$ cat src/rtl/acc_isa_pkg.sv
// Shared ISA definitions for the accumulator processor: opcodes, ALU op codes and
// controller state encodings (also used by the datapath bench).
package acc_isa_pkg;

  localparam logic [2:0] OP_ADD = 3'b000;
  localparam logic [2:0] OP_SUB = 3'b001;
  localparam logic [2:0] OP_AND = 3'b010;
  localparam logic [2:0] OP_NOT = 3'b011;
  localparam logic [2:0] OP_LDA = 3'b100;
  localparam logic [2:0] OP_STA = 3'b101;
  localparam logic [2:0] OP_JMP = 3'b110;
  localparam logic [2:0] OP_JZ  = 3'b111;

  localparam logic [1:0] ALU_ADD = 2'b00;
  localparam logic [1:0] ALU_SUB = 2'b01;
  localparam logic [1:0] ALU_AND = 2'b10;
  localparam logic [1:0] ALU_NOT = 2'b11;

  typedef enum logic [3:0] {
    S_INIT    = 4'd0,
    S_FETCH   = 4'd1,
    S_DECODE  = 4'd2,
    S_MEM_RD  = 4'd3,
    S_OPLOAD  = 4'd4,
    S_EXEC    = 4'd5,
    S_ALU_WB  = 4'd6,
    S_LOAD_WB = 4'd7,
    S_STORE   = 4'd8,
    S_JUMP    = 4'd9,
    S_BRZ     = 4'd10
  } state_t;

endpackage

$ cat src/rtl/acc_ctrl_outdec.sv
// Moore control decoder: registered state (plus stable IR opcode in EXEC) -> datapath controls.
module acc_ctrl_outdec
  import acc_isa_pkg::*;
#(
  parameter int OPC_W   = 3,
  parameter int ALUOP_W = 2,
  parameter int ST_W    = 4
) (
  input  logic [ST_W-1:0]    state_i,
  input  logic [OPC_W-1:0]   opcode_i,
  output logic               PC_init_o,
  output logic               PCwrite_o,
  output logic               PCwrite_cond_o,
  output logic               PCsrc_o,
  output logic               IorD_o,
  output logic               MemRead_o,
  output logic               MemWrite_o,
  output logic               IRwrite_o,
  output logic               ldACC_o,
  output logic               ACCsrc_o,
  output logic               ldA_o,
  output logic               ldB_o,
  output logic               Asrc_o,
  output logic               Bsrc_o,
  output logic [ALUOP_W-1:0] ALUop_o,
  output logic               instr_done_o
);

  state_t st;
  assign st = state_t'(state_i);

  always_comb begin
    PC_init_o      = 1'b0;
    PCwrite_o      = 1'b0;
    PCwrite_cond_o = 1'b0;
    PCsrc_o        = 1'b0;
    IorD_o         = 1'b0;
    MemRead_o      = 1'b0;
    MemWrite_o     = 1'b0;
    IRwrite_o      = 1'b0;
    ldACC_o        = 1'b0;
    ACCsrc_o       = 1'b0;
    ldA_o          = 1'b0;
    ldB_o          = 1'b0;
    Asrc_o         = 1'b0;
    Bsrc_o         = 1'b0;
    ALUop_o        = '0;
    instr_done_o   = 1'b0;
    case (st)
      S_INIT:   PC_init_o = 1'b1;
      S_FETCH: begin
        // ALU computes PC+1 while memory returns the instruction
        MemRead_o = 1'b1;
        IRwrite_o = 1'b1;
        Asrc_o    = 1'b1;
        Bsrc_o    = 1'b1;
        PCwrite_o = 1'b1;
      end
      S_DECODE: ;
      S_MEM_RD: begin
        IorD_o    = 1'b1;
        MemRead_o = 1'b1;
      end
      S_OPLOAD: begin
        ldA_o = 1'b1;
        ldB_o = 1'b1;
      end
      S_EXEC:   ALUop_o = opcode_i[ALUOP_W-1:0];
      S_ALU_WB: begin
        ldACC_o      = 1'b1;
        instr_done_o = 1'b1;
      end
      S_LOAD_WB: begin
        ldACC_o      = 1'b1;
        ACCsrc_o     = 1'b1;
        instr_done_o = 1'b1;
      end
      S_STORE: begin
        IorD_o       = 1'b1;
        MemWrite_o   = 1'b1;
        instr_done_o = 1'b1;
      end
      S_JUMP: begin
        PCsrc_o      = 1'b1;
        PCwrite_o    = 1'b1;
        instr_done_o = 1'b1;
      end
      S_BRZ: begin
        PCsrc_o        = 1'b1;
        PCwrite_cond_o = 1'b1;
        instr_done_o   = 1'b1;
      end
      // unused encodings look like INIT until the next edge recovers
      default:  PC_init_o = 1'b1;
    endcase
  end

endmodule

$ cat src/rtl/acc_controller.sv
// Multi-cycle control FSM for the accumulator processor: state register and
// next-state logic; control outputs come from acc_ctrl_outdec.
module acc_controller
  import acc_isa_pkg::*;
#(
  parameter int OPC_W   = 3,
  parameter int ALUOP_W = 2,
  parameter int ST_W    = 4
) (
  input  logic               clk,
  input  logic               rst,
  input  logic [OPC_W-1:0]   opcode,
  input  logic               zero,
  output logic               PC_init,
  output logic               PCwrite,
  output logic               PCwrite_cond,
  output logic               PCsrc,
  output logic               IorD,
  output logic               MemRead,
  output logic               MemWrite,
  output logic               IRwrite,
  output logic               ldACC,
  output logic               ACCsrc,
  output logic               ldA,
  output logic               ldB,
  output logic               Asrc,
  output logic               Bsrc,
  output logic [ALUOP_W-1:0] ALUop,
  output logic [ST_W-1:0]    state,
  output logic               instr_done
);

  state_t state_q, state_d;

  // zero feeds the datapath PC logic directly; the FSM never branches on it
  logic unused_zero;
  assign unused_zero = zero;

  always_ff @(posedge clk or posedge rst) begin
    if (rst) state_q <= S_INIT;
    else     state_q <= state_d;
  end

  always_comb begin
    state_d = S_INIT;
    case (state_q)
      S_INIT:   state_d = S_FETCH;
      S_FETCH:  state_d = S_DECODE;
      S_DECODE: begin
        case (opcode)
          OP_JMP:  state_d = S_JUMP;
          OP_JZ:   state_d = S_BRZ;
          OP_STA:  state_d = S_STORE;
          OP_NOT:  state_d = S_OPLOAD;
          default: state_d = S_MEM_RD;
        endcase
      end
      S_MEM_RD: state_d = (opcode == OP_LDA) ? S_LOAD_WB : S_OPLOAD;
      S_OPLOAD: state_d = S_EXEC;
      S_EXEC:   state_d = S_ALU_WB;
      S_ALU_WB, S_LOAD_WB, S_STORE, S_JUMP, S_BRZ: state_d = S_FETCH;
      default:  state_d = S_INIT;
    endcase
  end

  assign state = ST_W'(state_q);

  acc_ctrl_outdec #(
    .OPC_W  (OPC_W),
    .ALUOP_W(ALUOP_W),
    .ST_W   (ST_W)
  ) u_outdec (
    .state_i       (state),
    .opcode_i      (opcode),
    .PC_init_o     (PC_init),
    .PCwrite_o     (PCwrite),
    .PCwrite_cond_o(PCwrite_cond),
    .PCsrc_o       (PCsrc),
    .IorD_o        (IorD),
    .MemRead_o     (MemRead),
    .MemWrite_o    (MemWrite),
    .IRwrite_o     (IRwrite),
    .ldACC_o       (ldACC),
    .ACCsrc_o      (ACCsrc),
    .ldA_o         (ldA),
    .ldB_o         (ldB),
    .Asrc_o        (Asrc),
    .Bsrc_o        (Bsrc),
    .ALUop_o       (ALUop),
    .instr_done_o  (instr_done)
  );

endmodule

$ cat config.mk
export PLATFORM = sky130hd
export DESIGN_NAME = acc_controller
export DESIGN_NICKNAME = d
export VERILOG_FILES = /design/src/rtl/acc_isa_pkg.sv /design/src/rtl/acc_ctrl_outdec.sv /design/src/rtl/acc_controller.sv
export SDC_FILE = /design/constraint.sdc
export NUM_CORES = 1
export LEC_CHECK = 0
export ABC_CLOCK_PERIOD_IN_PS = 2500
export BUFFER_PORTS_ARGS = -buffer_cell sky130_fd_sc_hd__buf_2
export CORE_MARGIN = 4
export CORE_UTILIZATION = 35
export CTS_CLUSTER_SIZE = 8
export DETAILED_ROUTE_END_ITERATION = 16
export GPL_TIMING_DRIVEN = 0
export PLACE_DENSITY = 0.66
export SLEW_MARGIN = 20
export SYNTH_ARGS = -nofsm -noshare
export SYNTH_HDL_FRONTEND = slang
export SYNTH_SLANG_ARGS = --single-unit
export TNS_END_PERCENT = 10
$ cat constraint.sdc
create_clock -name clk -period 2.5 [get_ports clk]
set_clock_uncertainty 0.05 [all_clocks]
set_input_delay 0.25 -clock clk [delete_from_list [all_inputs] [get_ports clk]]
set_output_delay 0.25 -clock clk [all_outputs]
set_load 0.05 [all_outputs]
==> summary.md, run 1 <==
The start point of the critical path is state[1]. The total overflow left after global routing is 0. The post-placement setup slack came out at 784 ps. The capturing element type of the critical path was an output port.

For the worst flop-to-flop path, the logic depth is 4. In the final timing run, aggregate negative setup slack is 0 ps. From bottom edge to top edge, the die measures 45.0 µm. The first global-routing pass estimated 1750 µm of wire. The worst path needs 1960 ps of the cycle, external delays included.

The run gives 0 as the number of max-slew violations in the final report. The register with the most flip-flops in the layout has 4 of them. In this run, synthesis inferred 0 flip-flops with an integrated enable. The run finished with clean final reports. For the maximum clock rate, the log shows 510 MHz. The tools report the CTS root buffer as sky130_fd_sc_hd__clkbuf_4. The biggest fanout along the worst timing path is 10. In this design, the stage delay of the slowest critical-path cell is 450 ps. The repair_antennas step left the layout with diodes totalling 0. The worst path meets setup with 539 ps of slack. The net count of the mapped netlist was 62. The core region is 1300 µm². The most used flip-flop cell after synthesis is sky130_fd_sc_hd__dfrtp_1. For the hold buffer count at CTS, the log shows 1. The maximum buffer depth of the clock tree came out at 2. The routed design has 1130 µm of wire. Effective utilization at floorplan: 36.7%.

Buffers placed on the I/O ports in this run total 25. The startpoint identified for the worst register-to-register timing path is state[0]. Averaged over all synthesized cells, the footprint is 8.53 µm². Count of different cell masters after synthesis: 32. The library cell used most frequently in the layout, excluding fill and tap cells, is sky130_fd_sc_hd__buf_2. Summing over every cut layer, the via total after detailed routing is 500. The worst pin sits at a relative slew slack of 77.7%. The number of clock sinks was 4; the area of the mapped netlist was 478 µm². Cells with a size suffix above 1 make up 58.8% of the layout.

The placed instances occupy a cell area of 627 µm². The remaining routing DRC violations was 0. Routability-driven placement finished with a final weighted congestion of 0.804. The run gives 0 as the synthesis warning total.

In this run the remaining antenna-violating nets after routing total 0. The tool flagged a number of max-cap violations equal to 0. The floorplan step defined a die boundary enclosing 2020 µm². Data on the critical path arrives at its endpoint at 1660 ps.

The startpoint identified for the worst hold timing path is opcode[2]. In the layout the commonest cells are 25 x sky130_fd_sc_hd__buf_2, 5 x sky130_fd_sc_hd__buf_4, 4 x sky130_fd_sc_hd__dfrtp_1. Setup repair after global routing left no endpoint under its margin. The count of final hold-check violations was 0; the number of filler cells placed in the layout was 152. The run gives 11.8% as the total track usage.

Traced cell by cell, the critical path runs through buf_6 > or2b_4 > nor3_2 > buf_4 > buf_2. The worst hold path belongs to the class input pin to flop. The critical path in this run is classified as flop to output port.

After synthesis, the share of flip-flops with an asynchronous set or reset is 100%. The net count of the finished layout is 93. The detailed router's first-iteration violation count was 7; the I/O pin count was 27. The tools report the launching element type of the critical path as a flop.

The number of cells upsized or downsized after cts was 0; the number of endpoints failing setup at the final stage was 0. The floorplan row count was 13. For the number of global-route vias before repair, the log shows 409. The synthesized instance count was 56. From synthesis to final layout, the design area changed by 38.0%.

TritonCTS built the clock tree. The detailed-placement wirelength estimate was 873 µm; the required time of the critical path was 2200 ps. The worst path uses 78.4% of the clock period.

With fillers left out, the area of the finished cells amounts to 659 µm². The average routed wire per standard cell was 11.3 µm; the post-synthesis sequential area ratio was 20.9%. The tools report the number of levels the H-tree was split into as 1. The number of antenna violations at the first check in global routing is 0, and the number of setup buffers added after CTS is 0. After clock tree synthesis, the clock-pin slew on the worst setup and hold paths is 40 ps. For the pin with the worst max-slew slack, the measured transition is 331 ps. The number of synthesized register bits is 4, and the core utilization of the finished layout is 50.7%. Clock latency on the worst-skew pair, taken at its later pin, is 240 ps.

The ratio of routed vias to standard cells was 5.00. The cell with the biggest individual delay on the critical path is sky130_fd_sc_hd__dfrtp_1. The worst hold path passes through 3 cells. The die is 45.0 µm wide. The iteration count of the initial detailed-routing pass is 4. Entering global routing, the biggest net connects 11 pins. Total CTS buffers: 3.
critical path: cells and delay by family (launching register included):
kind                   cells  cell delay (ps)
buffers and inverters      3              540
flip-flops                 1              450
AND/OR/NAND/NOR            2              420
layer usage:
layer,wire length [µm],global-route usage (%)
met5,0,0
met4,14,7.02
met3,98,3.59
met2,490,18.1
met1,525,14.4
kinds of logic (layout without fill, tap and decap cells):
kind of cell | after synthesis | after routing | synth area share, %
mux | 1 | 1 | 2.09
compound gates | 13 | 13 | 19.1
simple gates | 28 | 28 | 42.9
buf+inv | 10 | 39 | 14.9
flops | 4 | 4 | 20.9
worst paths after layout:
check	endpoint	slack [ps]
setup reg to reg	state[1]	1310
max in group asynchronous	state[3]	1860
hold reg to reg	state[3]	640
min in group asynchronous	state[0]	380
setup / recovery	IRwrite	540
hold / removal	state[3]	300
area by class of cell:
class | count | area, µm² | area share, %
plain buffers | 7 | 60.1 | 9.11
clock buffers | 3 | 22.5 | 3.42
multi-input cells | 42 | 312 | 47.2
flip-flops and latches | 4 | 100 | 15.2
repair buffers | 26 | 135 | 20.5
well taps | 15 | 18.8 | 2.85
inverters | 3 | 11.3 | 1.71
cells in the mapped netlist, types with 2 or more instances:
| cell | count | area [µm²] |
|---|---|---|
| sky130_fd_sc_hd__nand2_1 | 3 | 11.3 |
| sky130_fd_sc_hd__nor2_1 | 3 | 11.3 |
| sky130_fd_sc_hd__buf_4 | 5 | 37.5 |
| sky130_fd_sc_hd__o22ai_1 | 2 | 12.5 |
| sky130_fd_sc_hd__buf_6 | 2 | 22.5 |
| sky130_fd_sc_hd__a21oi_1 | 3 | 15.0 |
| sky130_fd_sc_hd__o21ai_0 | 2 | 10.0 |
| sky130_fd_sc_hd__nor3_1 | 4 | 20.0 |
| sky130_fd_sc_hd__inv_1 | 3 | 11.3 |
| sky130_fd_sc_hd__nand2b_4 | 2 | 27.5 |
| sky130_fd_sc_hd__and3_1 | 2 | 12.5 |
| sky130_fd_sc_hd__dfrtp_1 | 4 | 100 |
| sky130_fd_sc_hd__a21o_2 | 2 | 17.5 |
stage by stage:
| stage | hold slack, ps | instances |
|---|---|---|
| after floorplan | -33.9 | 56 |
| after global placement | 80.0 | 96 |
| after detailed placement | 86.8 | 96 |
| after CTS | 280 | 100 |
| after global routing | 313 | 100 |
| final | 295 | 100 |
Power of run 1 is left out: the tool's default activity adds up to more than one toggle a clock period on the data nets, which glitch-free logic cannot reach.
==> run 2, diff against run 1 <==
ABC_AREA = 1   (was unset)
ABC_CLOCK_PERIOD_IN_PS = 2000   (was 2500)
CORE_AREA = 4 4 41 43   (was unset)
CORE_MARGIN = unset   (was 4)
CORE_UTILIZATION = unset   (was 35)
DIE_AREA = 0 0 45 47   (was unset)
PLACE_DENSITY = unset   (was 0.66)
clock period = 2 ns   (was 2.5 ns; I/O delays follow)
==> summary.md, run 2 <==
The tools report the die area as 2120 µm² (+4.7%). The maximum clock rate is 574 MHz. The number of setup buffers added after CTS came out at 0 (unchanged).

The number of synthesized flops with an enable pin is 0 (unchanged). Type of the tightest min-delay check: input pin to flop. The maximum number of pins on one net before global-route repair is 9 (-2), and the iteration count of the initial detailed-routing pass is 6 (+2). The area of combinational cells with multiple inputs is 229 µm² (-27%). The cell family contributing the most delay on the critical path is buffers and inverters. The hold path depth is 3 (unchanged), and the area share of the leading cell type in the synthesized netlist is 24.5% (+3.6 points). The horizontal extent of the die was 45 µm (+0.10%); the worst slew slack as a fraction of its limit was 80.2% (+2.6 points). The number of cell instances on the worst register-to-register path is 5 (+1). The launching element type of the critical path was a flop. Yosys attributes the largest share of cell area to sky130_fd_sc_hd__dfrtp_1 25%, sky130_fd_sc_hd__nor2_1 17%, sky130_fd_sc_hd__nand2_1 13%.

The synthesized instance count was 69 (+23%). The run gives 1700 µm (-2.7%) as the global-route wire length before repair. The run gives 0 (unchanged) as the number of antenna violations at the first check in global routing. The total CTS buffers was 3 (unchanged).

The average routed wire per standard cell is 10.0 µm (-11%). Flip-flop count of the largest register, all copies and words added: 4 (unchanged). Leaving out fill and tap cells, the most frequent cell in the layout is sky130_fd_sc_hd__buf_2. For the data arrival time of the worst path, the log shows 1490 ps (-170 ps). The register area came out at 100 µm² (unchanged). The beginning of the worst hold path was opcode[2]. The total inserted antenna cells was 0 (unchanged). The I/O pin count is 27 (unchanged), and the post-synthesis sequential area ratio is 24.5% (+3.6 points).

The instance count on the critical path works out to 5 (unchanged). The count of different cell masters after synthesis is 18 (-44%). The most common cell in the synthesized netlist is sky130_fd_sc_hd__nor2_1. The logs give 106 (+14%) for the count of nets after finishing and 139 (-8.6%) for the number of filler cells placed in the layout. The number of levels the H-tree was split into came out at 1 (unchanged). The maximum buffer depth of the clock tree is 2 (unchanged). The clock-pin slew on the worst setup and hold paths was 40 ps (about the same); the number of cells upsized or downsized after cts was 0 (unchanged).

The biggest fanout along the worst timing path is 7 (-3), and the number of synthesized register bits is 4 (unchanged). The global-route congestion overflow total was 0 (unchanged). The tools report the number of global-route vias before repair as 403 (-1.5%).

The detailed-placement wirelength estimate was 905 µm (+3.6%); the ratio of routed vias to standard cells was 4.67 (-6.5%). The number of input and output port buffers inserted is 25 (unchanged), and the insertion delay to the later sink of the worst-skew pair is 230 ps (about the same). The run gives 1750 ps (-450 ps) as the required time of the critical path. The number of endpoints failing setup at the final stage is 0 (unchanged), and the final routed wirelength across all metal layers is 1130 µm (+0.35%). The effective utilization at floorplan was 31.3% (-5.4 points). The run gives 0.779 (-3.1%) as the routability-driven placement congestion ratio.

By count the netlist is led by 18 x sky130_fd_sc_hd__nor2_1, 14 x sky130_fd_sc_hd__nand2_1, 10 x sky130_fd_sc_hd__inv_1. TritonCTS built the clock tree. The number of max-slew violations in the final report was 0 (unchanged); the hold buffer count at CTS was 1 (unchanged).

The die extent in y was 47 µm (+4.5%). The ratio of cells with drive above 1 in the final layout is 39.8% (-19 points), and the relative area change from synthesis to final layout is 43.3%. The remaining routing DRC violations came out at 0 (unchanged). The worst setup path is captured at an output port.

Walking the worst path, the cells encountered are inv_2 > nand2_1 > nor2_1 > buf_4 > buf_2. For the net count of the mapped netlist, the log shows 75 (+21%). The tools report the floorplan row count as 13 (unchanged). In this run the critical register-to-register path is launched from state[0]. Delay contributed by the slowest stage of the critical path: 440 ps (about the same).

The tools report the post-detailed-route count of antenna-violating nets as 0 (unchanged). The tree is rooted in a sky130_fd_sc_hd__clkbuf_4. The share of synthesized flip-flops with an asynchronous set or reset came out at 100% (unchanged).

The reported max-cap violation count was 0 (unchanged); the setup slack of the most critical reg-to-reg path was 850 ps (-460 ps). For the core region area, the log shows 1300 µm² (unchanged). The critical path is of the flop to output port type.

The worst register-to-register path ends at state[2]. Number of clock sinks: 4 (unchanged). In the layout the commonest cells are 25 x sky130_fd_sc_hd__buf_2, 18 x sky130_fd_sc_hd__nor2_1, 14 x sky130_fd_sc_hd__nand2_1, 10 x sky130_fd_sc_hd__inv_1. Library cell occupying the most area in the post-synthesis netlist: sky130_fd_sc_hd__dfrtp_1.

For the total track usage, the log shows 11.5% (-0.24 points). The hold-critical path endpoint is state[3]. Setup repair after global routing left no endpoint under its margin. For the area of the mapped netlist, the log shows 408 µm² (-15%). The total vias in the final route was 528 (+5.6%); the average instance area after synthesis was 5.91 µm² (-31%). The run finished with clean final reports. The most used flip-flop cell after synthesis is sky130_fd_sc_hd__dfrtp_1.

Hold slack: 210 ps (-85.4 ps). The synthesis warning total was 0 (unchanged); the buffering stage count on the worst path with inverters included was 3 (unchanged). The cell with the biggest individual delay on the critical path is sky130_fd_sc_hd__dfrtp_1.

The slew of the pin with the lowest slew margin is 297 ps (-34.3 ps). For the detailed router's first-iteration violation count, the log shows 6 (-1). The smallest clock period supported by the final layout is computed as 1740 ps. The ratio of final minimum period to clock period is 87.1%, and the count of final hold-check violations is 0 (unchanged).
-- run 2: routing by layer --
metal | routed length [µm] | vias to the layer above | GRT usage, % | part of all wire [%]
met5 | 0 | - | 0 | 0
met4 | 0 | 0 | 3.51 | 0
met1 | 477 | 226 | 13.9 | 42
met2 | 492 | 34 | 17.2 | 43
met3 | 163 | 0 | 6.90 | 14
li1 | - | 268 | - | -
-- run 2: area by class of cell --
type | instances | share of cell area [%]
multi-input cells | 49 | 39.2
repair buffers | 26 | 23.1
flip-flops and latches | 4 | 17.1
inverters | 12 | 7.71
plain buffers | 4 | 5.78
clock buffers | 3 | 3.85
well taps | 15 | 3.21
-- run 2: worst max-delay path by stage --
stage	from	to	slack, ps
2_1_floorplan	state[2]	instr_done	-280
3_3_place_gp	state[1]	Bsrc	510
5_1_grt	state[0]	ldB	150
4_1_cts	state[1]	IRwrite	240
3_5_place_dp	state[2]	IRwrite	500
6_report	state[1]	IRwrite	260
-- run 2: worst register-to-register path, cell delays in order (launching register included) --
cell and delay (ps):
sky130_fd_sc_hd__dfrtp_1 470, sky130_fd_sc_hd__nand2_2 140, sky130_fd_sc_hd__inv_2 40, sky130_fd_sc_hd__nand2_2 80
sky130_fd_sc_hd__o21ai_1 80, sky130_fd_sc_hd__o21bai_1 160
-- run 2: cells by family after synthesis --
group	Yosys count	share of synthesized area, %
AND/OR/NAND/NOR	43	47.2
buffers and inverters	16	19.3
AO/OA/AOI/OAI	6	8.89
flip-flops	4	24.5
-- run 2: per-stage QoR --
step	setup TNS, ps	util, %	cell area [µm²]	instances	setup slack [ps]
2_1_floorplan	-1010	-	408	69	-277
3_3_place_gp	0	42.4	552	109	513
3_5_place_dp	0	42.4	552	109	501
4_1_cts	0	44.9	584	113	245
5_1_grt	0	44.9	584	113	154
6_report	0	44.9	584	113	257
Power of run 2 is left out for the same reason.
